**src/rtl/dbg_sba_pkg.sv**
```systemverilog
// Shared types for the scripted system-bus initiator: FSM states, the buffered
// command and the registered response.
package dbg_sba_pkg;

    localparam int SBA_ADDR_W = 32;
    localparam int SBA_DATA_W = 32;
    localparam int SBA_BE_W   = 4;

    typedef enum logic [1:0] {
        IDLE = 2'd0,
        REQ  = 2'd1,
        WAIT = 2'd2,
        RSP  = 2'd3
    } sba_state_e;

    typedef struct packed {
        logic                  we;
        logic [SBA_BE_W-1:0]   be;
        logic [SBA_ADDR_W-1:0] addr;
        logic [SBA_DATA_W-1:0] wdata;
    } sba_cmd_t;

    typedef struct packed {
        logic [SBA_DATA_W-1:0] rdata;
        logic                  err;
        logic                  timeout;
    } sba_rsp_t;

endpackage

```
**src/rtl/dbg_sba_cmd_fifo.sv**
```systemverilog
// Synchronous command FIFO. Pointers carry one extra wrap bit so that full and
// empty fall straight out of a pointer compare.
module dbg_sba_cmd_fifo
    import dbg_sba_pkg::*;
#(
    parameter int unsigned Depth = 2
) (
    input  logic     IO_CLK,
    input  logic     IO_RST_N,
    input  logic     i_push,
    input  sba_cmd_t i_wdata,
    input  logic     i_pop,
    output sba_cmd_t o_rdata,
    output logic     o_full,
    output logic     o_empty
);

    localparam int unsigned PtrW = $clog2(Depth);

    logic [PtrW:0] r_wptr;
    logic [PtrW:0] r_rptr;
    sba_cmd_t      r_mem [Depth];

    // NOTE: storage is deliberately left out of reset; only the pointers decide
    // which entries are valid, so resetting the array would buy nothing.
    always_ff @(posedge IO_CLK) begin
        if (i_push && !o_full) begin
            r_mem[r_wptr[PtrW-1:0]] <= i_wdata;
        end
    end

    always_ff @(posedge IO_CLK or negedge IO_RST_N) begin
        if (!IO_RST_N) begin
            r_wptr <= '0;
            r_rptr <= '0;
        end else begin
            if (i_push && !o_full) begin
                r_wptr <= r_wptr + 1'b1;
            end
            if (i_pop && !o_empty) begin
                r_rptr <= r_rptr + 1'b1;
            end
        end
    end

    assign o_empty = (r_wptr == r_rptr);
    assign o_full  = (r_wptr[PtrW] != r_rptr[PtrW]) &&
                     (r_wptr[PtrW-1:0] == r_rptr[PtrW-1:0]);
    assign o_rdata = r_mem[r_rptr[PtrW-1:0]];

endmodule

```
**src/rtl/dbg_sba_initiator.sv**
```systemverilog
// Scripted bus initiator: buffers read/write commands, issues them one at a time
// on a req/gnt/rvalid host port and returns one in-order response per command.
module dbg_sba_initiator
    import dbg_sba_pkg::*;
#(
    parameter int unsigned AddrWidth     = 32,
    parameter int unsigned DataWidth     = 32,
    parameter int unsigned CmdDepth      = 2,
    parameter int unsigned TimeoutCycles = 1024
) (
    input  logic                 IO_CLK,
    input  logic                 IO_RST_N,

    input  logic                 cmd_valid_i,
    output logic                 cmd_ready_o,
    input  logic                 cmd_we_i,
    input  logic [AddrWidth-1:0] cmd_addr_i,
    input  logic [3:0]           cmd_be_i,
    input  logic [DataWidth-1:0] cmd_wdata_i,

    output logic                 rsp_valid_o,
    input  logic                 rsp_ready_i,
    output logic [DataWidth-1:0] rsp_rdata_o,
    output logic                 rsp_err_o,
    output logic                 rsp_timeout_o,

    output logic                 host_req_o,
    output logic                 host_we_o,
    output logic [3:0]           host_be_o,
    output logic [AddrWidth-1:0] host_addr_o,
    output logic [DataWidth-1:0] host_wdata_o,
    input  logic                 host_gnt_i,
    input  logic                 host_rvalid_i,
    input  logic                 host_err_i,
    input  logic [DataWidth-1:0] host_rdata_i,

    output logic                 busy_o,
    output logic                 hung_o
);

    localparam int unsigned CntW = $clog2(TimeoutCycles + 1);

    if (DataWidth != SBA_DATA_W || AddrWidth > SBA_ADDR_W || CmdDepth < 2 ||
        (CmdDepth & (CmdDepth - 1)) != 0 || TimeoutCycles < 1 || TimeoutCycles > 65535) begin : g_bad_param
        $error("dbg_sba_initiator: unsupported parameter combination");
    end

    sba_state_e      r_state;
    sba_cmd_t        r_txn;
    sba_rsp_t        r_rsp;
    logic [CntW-1:0] r_cnt;
    logic            r_hung;

    sba_cmd_t w_cmd_in;
    sba_cmd_t w_fifo_head;
    sba_cmd_t w_head;
    logic     w_full;
    logic     w_empty;
    logic     w_fire;
    logic     w_idle;
    logic     w_bypass;
    logic     w_push;
    logic     w_pop;
    logic     w_take;
    logic     w_cnt_hit;

    assign w_cmd_in = '{
        we:    cmd_we_i,
        be:    cmd_be_i,
        addr:  SBA_ADDR_W'(cmd_addr_i),
        wdata: SBA_DATA_W'(cmd_wdata_i)
    };

    // An idle FSM with an empty FIFO takes the incoming command directly, so a
    // command accepted in one cycle is on the bus in the next.
    assign w_fire   = cmd_valid_i && !w_full;
    assign w_idle   = (r_state == IDLE);
    assign w_bypass = w_idle && w_empty && w_fire;
    assign w_push   = w_fire && !w_bypass;
    assign w_pop    = w_idle && !w_empty;
    assign w_take   = w_pop || w_bypass;
    assign w_head   = w_empty ? w_cmd_in : w_fifo_head;

    dbg_sba_cmd_fifo #(
        .Depth (CmdDepth)
    ) u_cmd_fifo (
        .IO_CLK   (IO_CLK),
        .IO_RST_N (IO_RST_N),
        .i_push   (w_push),
        .i_wdata  (w_cmd_in),
        .i_pop    (w_pop),
        .o_rdata  (w_fifo_head),
        .o_full   (w_full),
        .o_empty  (w_empty)
    );

    // The counter starts at zero in the first WAIT cycle, so hitting T-1 there
    // means TimeoutCycles cycles have elapsed without rvalid.
    assign w_cnt_hit = (r_cnt == CntW'(TimeoutCycles - 1));

    always_ff @(posedge IO_CLK or negedge IO_RST_N) begin
        if (!IO_RST_N) begin
            r_state <= IDLE;
            r_txn   <= '0;
            r_rsp   <= '0;
            r_cnt   <= '0;
            r_hung  <= 1'b0;
        end else begin
            case (r_state)
                IDLE: begin
                    if (w_take) begin
                        r_txn <= w_head;
                        if (r_hung) begin
                            r_rsp.rdata   <= '0;
                            r_rsp.err     <= 1'b1;
                            r_rsp.timeout <= 1'b1;
                            r_state       <= RSP;
                        end else begin
                            r_state <= REQ;
                        end
                    end
                end
                REQ: begin
                    if (host_gnt_i) begin
                        r_cnt   <= '0;
                        r_state <= WAIT;
                    end
                end
                WAIT: begin
                    if (host_rvalid_i) begin
                        r_rsp.rdata   <= (!r_txn.we && !host_err_i) ? SBA_DATA_W'(host_rdata_i) : '0;
                        r_rsp.err     <= host_err_i;
                        r_rsp.timeout <= 1'b0;
                        r_state       <= RSP;
                    end else if (w_cnt_hit) begin
                        r_rsp.rdata   <= '0;
                        r_rsp.err     <= 1'b1;
                        r_rsp.timeout <= 1'b1;
                        r_hung        <= 1'b1;
                        r_state       <= RSP;
                    end else if (r_cnt != CntW'(TimeoutCycles)) begin
                        r_cnt <= r_cnt + 1'b1;
                    end
                end
                RSP: begin
                    if (rsp_ready_i) begin
                        r_state <= IDLE;
                    end
                end
                default: r_state <= IDLE;
            endcase
        end
    end

    assign cmd_ready_o   = !w_full;

    assign rsp_valid_o   = (r_state == RSP);
    assign rsp_rdata_o   = r_rsp.rdata[DataWidth-1:0];
    assign rsp_err_o     = r_rsp.err;
    assign rsp_timeout_o = r_rsp.timeout;

    assign host_req_o    = (r_state == REQ);
    assign host_we_o     = r_txn.we;
    assign host_be_o     = r_txn.be;
    assign host_addr_o   = r_txn.addr[AddrWidth-1:0];
    assign host_wdata_o  = r_txn.wdata[DataWidth-1:0];

    assign busy_o        = !w_empty || !w_idle;
    assign hung_o        = r_hung;

endmodule
```
**config.mk**
```make
export PLATFORM = sky130hd
export DESIGN_NAME = dbg_sba_initiator
export DESIGN_NICKNAME = d
export VERILOG_FILES = /design/src/rtl/dbg_sba_pkg.sv /design/src/rtl/dbg_sba_cmd_fifo.sv /design/src/rtl/dbg_sba_initiator.sv
export SDC_FILE = /design/constraint.sdc
export NUM_CORES = 1
export LEC_CHECK = 0
export BUFFER_PORTS_ARGS = -buffer_cell sky130_fd_sc_hd__clkbuf_2
export CAP_MARGIN = 0
export CELL_PAD_IN_SITES_DETAIL_PLACEMENT = 2
export CELL_PAD_IN_SITES_GLOBAL_PLACEMENT = 2
export CORE_ASPECT_RATIO = 1.5
export CORE_UTILIZATION = 35
export CTS_CLUSTER_SIZE = 40
export DETAILED_ROUTE_END_ITERATION = 8
export PLACE_DENSITY = 0.87
export SLEW_MARGIN = 20
export SYNTH_ARGS = -nofsm -noshare
export SYNTH_HDL_FRONTEND = slang
export SYNTH_SLANG_ARGS = --single-unit
```
**constraint.sdc**
```tcl
create_clock -name IO_CLK -period 12.6 [get_ports IO_CLK]
set_input_delay 1.26 -clock IO_CLK [delete_from_list [all_inputs] [get_ports IO_CLK]]
set_output_delay 1.26 -clock IO_CLK [all_outputs]
set_load 0.02 [all_outputs]
```
== Word level (Yosys, flattened, before mapping) ==
Memory sizes are Yosys's and may differ from the RTL's.
Cells that the tools add are included.

* Memories: 1
* Output and inout bits: 108
* Word-level logic and storage cells: 79
* Register bits after elaboration: 121
* Input bits: 108
* Bits in writable memories: 138

{| class="wikitable"
|+ Memories
! name !! depth !! bits a word !! rd ports !! clocked after Yosys merged registers in !! wr ports !! line !! text
|-
| u_cmd_fifo.r_mem || 2 || 69 || 1 || 0 || 1 || dbg_sba_cmd_fifo.sv:22 || <nowiki>sba_cmd_t r_mem [Depth];</nowiki>
|}

* Bitwise operators: 1
* Equal/unequal tests: 16
* Add/subtract/negate cells: 3
* Reductions and logical operators: 25
* Muxes and demuxes: 21

{| class="wikitable"
|+ Operators with widths
! cell !! count
|-
| $mux 34 || 4
|-
| $mux 69 || 1
|-
| $pmux 34 s2 || 1
|-
| $mux 11 || 4
|-
| $mux 32 || 1
|-
| $pmux 11 s2 || 1
|-
| $mux 2 || 6
|-
| $add 11x1->11 const B || 1
|-
| $eq 11x10->1 const B || 1
|-
| $ne 11x11->1 const B || 1
|-
| $logic_and 1x1->1 || 9
|-
| $ne 2x2->1 const B || 4
|-
| $pmux 2 s4 || 1
|-
| $reduce_and 4->1 || 2
|-
| $logic_not 1->1 || 6
|-
| $ne 2x1->1 const B || 3
|-
| $reduce_and 5->1 || 1
|-
| $add 2x1->2 const B || 2
|-
| $eq 2x2->1 const B || 2
|-
| $reduce_bool 2->1 || 2
|-
| $ne 3x3->1 const B || 1
|-
| $reduce_and 3->1 || 1
|-
| $eq 2x1->1 const B || 1
|-
| $eq 2x2->1 || 1
|-
| other kinds (7) || 9
|}

== Logic depth before layout (Yosys ltp) ==
* Depth in word-level cells: 10
* Depth in mapped cells: 8
* Gate-level depth less buffers: 6

== Modules after synthesis ==
From an unflattened synthesis, not the netlist that was laid out.

* Cells, all modules: 725
* Area total of the unflattened synthesis: 10,547.6 µm²

{| class="wikitable"
|+ Modules (own cells, without submodules)
! module !! times used !! cells each !! seq. area each (µm²) !! area an instance (µm²)
|-
| dbg_sba_initiator || 1 || 483 || 2,927.8 || 5,317.6
|-
| dbg_sba_cmd_fifo || 1 || 242 || 4,244.1 || 5,230.0
|}

== Worst setup path before layout ==
Ideal clock, no wire load.

* Path kind: input to register
* From: input port cmd_valid_i
* To: memory u_cmd_fifo.r_mem[0][0] (netlist bit) (enable)
* Buffers on the path: 0
* Arrival time: 4,508 ps
* Setup slack: 7,588 ps
* Cell stages on the path: 2
* Required time: 12,096 ps
* Library setup time: 504 ps
* Path through: and3_1 > nor2b_1

* Word-level cells in the longest chain between the ends: 7

{| class="wikitable"
|+ RTL lines
! element !! line !! text
|-
| from (decl) || dbg_sba_initiator.sv:14 || <nowiki>input logic cmd_valid_i,</nowiki>
|-
| $logic_and 1x1->1 * || dbg_sba_initiator.sv:76 || <nowiki>assign w_fire = cmd_valid_i && !w_full;</nowiki>
|-
| $logic_and 1x1->1 || dbg_sba_initiator.sv:78 || <nowiki>assign w_bypass = w_idle && w_empty && w_fire;</nowiki>
|-
| $logic_not 1->1 || dbg_sba_initiator.sv:79 || <nowiki>assign w_push = w_fire && !w_bypass;</nowiki>
|-
| $logic_and 1x1->1 * || dbg_sba_initiator.sv:79 ||
|-
| $logic_and 1x1->1 * || dbg_sba_cmd_fifo.sv:27 || <nowiki>if (i_push && !o_full) begin</nowiki>
|-
| $mux 1 * || dbg_sba_cmd_fifo.sv:27 ||
|-
| $mux 1 (not written as such) * || dbg_sba_cmd_fifo.sv:28 || <nowiki>r_mem[r_wptr[PtrW-1:0]] <= i_wdata;</nowiki>
|-
| to (decl) || dbg_sba_cmd_fifo.sv:22 ||
|}

Mark *: on every way between the ends. The rest lies on a longest branch, timed or not.

== Worst setup path in the final report ==
* From: register u_cmd_fifo.r_wptr[1]
* To: output port cmd_ready_o

* Word-level cells in the longest chain between the ends: 3

{| class="wikitable"
|+ RTL lines
! element !! line !! text
|-
| from (decl) || dbg_sba_cmd_fifo.sv:20 || <nowiki>logic [PtrW:0] r_wptr;</nowiki>
|-
| from (signal assigned) || dbg_sba_cmd_fifo.sv:38 || <nowiki>r_wptr <= r_wptr + 1'b1;</nowiki>
|-
| $ne 1x1->1 || dbg_sba_cmd_fifo.sv:47 || <nowiki>assign o_full = (r_wptr[PtrW] != r_rptr[PtrW]) &&</nowiki>
|-
| $logic_and 1x1->1 || dbg_sba_cmd_fifo.sv:47 ||
|-
| $logic_not 1->1 || dbg_sba_initiator.sv:155 || <nowiki>assign cmd_ready_o = !w_full;</nowiki>
|-
| to (decl) || dbg_sba_initiator.sv:15 || <nowiki>output logic cmd_ready_o,</nowiki>
|}

No other way between the ends.

==> impl_metrics.env <==
export IMPL_drcViolationCount=0
export IMPL_syn_area_sq_um=10860
export IMPL_wire_length_of_the_first_global_routing_pass_um=48970
export IMPL_io_pins=216
export IMPL_asr_flop_ratio_synth=0.4672
export IMPL_route_detailed_vias_per_inst=5.172
export IMPL_finalHoldViolations=0
export IMPL_final_fill_count=3113
export IMPL_ys_warnings_count=0
export IMPL_run_status="finished clean"
export IMPL_die_ar_sq_um=31740
export IMPL_cellLeakagePower_nw=5.732
export IMPL_grt_ovfl_total=0
export IMPL_worst_pin_slew_ps=1022
export IMPL_antenna_found_initial=0
export IMPL_achievable_frequency_ghz=0.2541
export IMPL_post_synth_fa_ha_maj_area_fraction=0.008067
export IMPL_final_common_cell="clkbuf_2"
export IMPL_maximum_number_of_pins_on_one_net_before_global_route_repair=107
export IMPL_peakVddDrop_mv=0.1834
export IMPL_synth_simple_area_share=0.06316
export IMPL_cts_made_buffers=27
export IMPL_hold_class="flop to flop"
export IMPL_yosysUniqueCellTypes=52
export IMPL_antenna_cells=0
export IMPL_synth_xor_xnor_area_share=0.007837
export IMPL_end_kind="output port"
export IMPL_clk_insertion_delay_late_ps=540
export IMPL_mostFrequentLayoutCells="214 x clkbuf_2, 199 x o21ai_0, 138 x edfxtp_1"
export IMPL_ctsHtreeMaxLevel=1
export IMPL_fin_crit_sh=0.3123
export IMPL_final_setup_viol_count=0
export IMPL_initial_core_utilization=0.3577
export IMPL_cp_required_ps=11340
export IMPL_tritoncts_clock_tree="built"
export IMPL_number_of_buffers_added_to_fix_hold_violations_after_cts=0
export IMPL_drive_above_1_share=0.2647
export IMPL_syn_num_nets=988
export IMPL_critical_path_class="flop to output port"
export IMPL_core_area_sq_um=30350
export IMPL_worstPathArrival_ps=2670
export IMPL_tns_ps=0
export IMPL_detail_route_first_pass_iterations=4
export IMPL_first_global_vias=8689
export IMPL_vias=7716
export IMPL_max_cap_viol_count=0
export IMPL_syn_instance_count=873
export IMPL_timing_critical_path_from_type="flop"
export IMPL_cellPowerDensity_nw_per_um2=295.6
export IMPL_clkSlewWorstSetupHoldPaths_ps=60
export IMPL_postLayoutSetupSlackWorst_ps=8665
export IMPL_cts_repair_resize_count=0
export IMPL_post_place_ws_ps=8666
export IMPL_syn_avg_cell_area_sq_um=12.44
export IMPL_routed_wire_length_per_instance_um=20.75
export IMPL_gp_congestion=0.7681
export IMPL_floorplan_die_height_um=217.7
export IMPL_slew_violations=0
export IMPL_period_minus_slack_ps=3935
export IMPL_rows=78
export IMPL_cts_setup_buffers=0
export IMPL_most_used_dff_post_synth="edfxtp_1"
export IMPL_areaGrowthSynthToFinish_pct=21.57
export IMPL_finClkSkew_ps=10.46
export IMPL_clockRootBuffer="clkbuf_16"
export IMPL_multiInputGateArea_sq_um=3314
export IMPL_wire_length_after_detailed_routing_um=30950
export IMPL_synth_yosys_seq_area_share=0.6606
export IMPL_die_w_um=145.8
export IMPL_detailedRoute_firstIterationViolations=296
export IMPL_critical_path_max_fanout=45
export IMPL_synth_compound_area_share=0.1196
export IMPL_final_hold_worst_slack_ps=481.7
export IMPL_synth_edf_count=138
export IMPL_combined_global_route_utilization_of_all_metal_layers=0.1982
export IMPL_slew_headroom=0.3190
export IMPL_dp_hpwl_um=20080
export IMPL_dominant_combinational_cell_family_by_area_after_synthesis="compound AO/OA/AOI/OAI gates"
export IMPL_cts_max_path_buffers=3
export IMPL_multiplexer_share_of_the_synthesized_area=0.1019
export IMPL_yosys_register_bits=259
export IMPL_rsz0062_at_grt="false"
export IMPL_residual_antenna_violating_net_count_after_detailed_routing=0
export IMPL_io_buffers=215
export IMPL_placed_cell_area_sq_um=12300
export IMPL_numClockSinks=259
export IMPL_final_seq_area_sq_um=7176
export IMPL_finalNetCount=1187
export IMPL_final_design_area_no_fill_sq_um=13200
export IMPL_final_core_util=0.4349
## routing by layer
layer  track usage  wire, um  vias to the layer above  part of all wire
met1        0.2266     12070                     3941              0.39
met4       0.06456       809                        0             0.026
li1              -         -                     3522                 -
met2        0.3796     16960                      205              0.55
met5             0         0                        -                 0
met3       0.02322      1114                       48             0.036
## sequential cells by signal, indices dropped and copies added, names as in the netlist
signal / flops
u_cmd_fifo.r_mem: 138
host_addr_o: 32
host_wdata_o: 32
rsp_rdata_o: 32
r_cnt: 11
host_be_o: 4
r_state: 2
u_cmd_fifo.r_rptr: 2
u_cmd_fifo.r_wptr: 2
host_we_o: 1
hung_o: 1
rsp_err_o: 1
rsp_timeout_o: 1
## where the power goes
| group | internal [mW] | total, mW | leakage (nW) | switching (mW) |
|---|---|---|---|---|
| Clock | 0.466 | 0.806 | 0.438 | 0.340 |
| Combinational | 0.490 | 1.64 | 2.48 | 1.15 |
| Sequential | 1.26 | 1.46 | 2.81 | 0.195 |
## kinds of logic after synthesis
kind of cell,Yosys count
flip-flops,259
AO/OA/AOI/OAI,238
AND/OR/NAND/NOR,154
multiplexers,110
buffers and inverters,97
XOR/XNOR,8
adder cells (fa/ha/maj),7
## Yosys cell counts, drive strengths merged (5+ instances only)
cell / number / area (sq um)
dfrtp: 121 / 3028
mux2i: 106 / 1061
nand3: 6 / 30.03
inv: 41 / 153.9
ha: 7 / 87.58
buf: 26 / 152.7
nand2: 113 / 426.7
clkbuf: 30 / 115.1
nor2: 5 / 18.77
edfxtp: 138 / 4144
xnor2: 5 / 51.30
o21ai: 209 / 1046
nor3: 7 / 35.03
a21oi: 7 / 35.03
## area by class of cell
type                    instances  share of cell area
repair buffers                226             0.08826
flip-flops and latches        259              0.5437
inverters                      41             0.01166
clock inverters                20             0.01412
clock buffers                  29             0.05328
multi-input cells             517              0.2511
well taps                     400             0.03792
## critical path, stage by stage (launching register included)
cell and delay [ps]:
dfrtp_1 500, xor2_4 680, buf_4 550, nand2_1 180, clkbuf_2 220
## metrics by stage
step	power, mW	cells
after floorplan	2.510	873
after global placement	3.021	1442
after detailed placement	3.131	1442
after CTS	3.967	1491
after global routing	4.166	1492
final	3.902	1492
## worst paths after layout
path | startpoint | to | slack [ps] | depth (start not counted)
min in group asynchronous | IO_RST_N | host_addr_o[19] | 790 | 1
max reg2reg | u_cmd_fifo.r_wptr[1] | u_cmd_fifo.r_mem[0][62] | 9250 | 6
max | u_cmd_fifo.r_wptr[1] | cmd_ready_o | 8670 | 4
min reg2reg | host_addr_o[19] | host_addr_o[19] | 480 | 2
min | host_addr_o[19] | host_addr_o[19] | 480 | 2
max in group asynchronous | IO_RST_N | u_cmd_fifo.r_rptr[0] | 10220 | 2
Power figures use the tool's default switching activity.
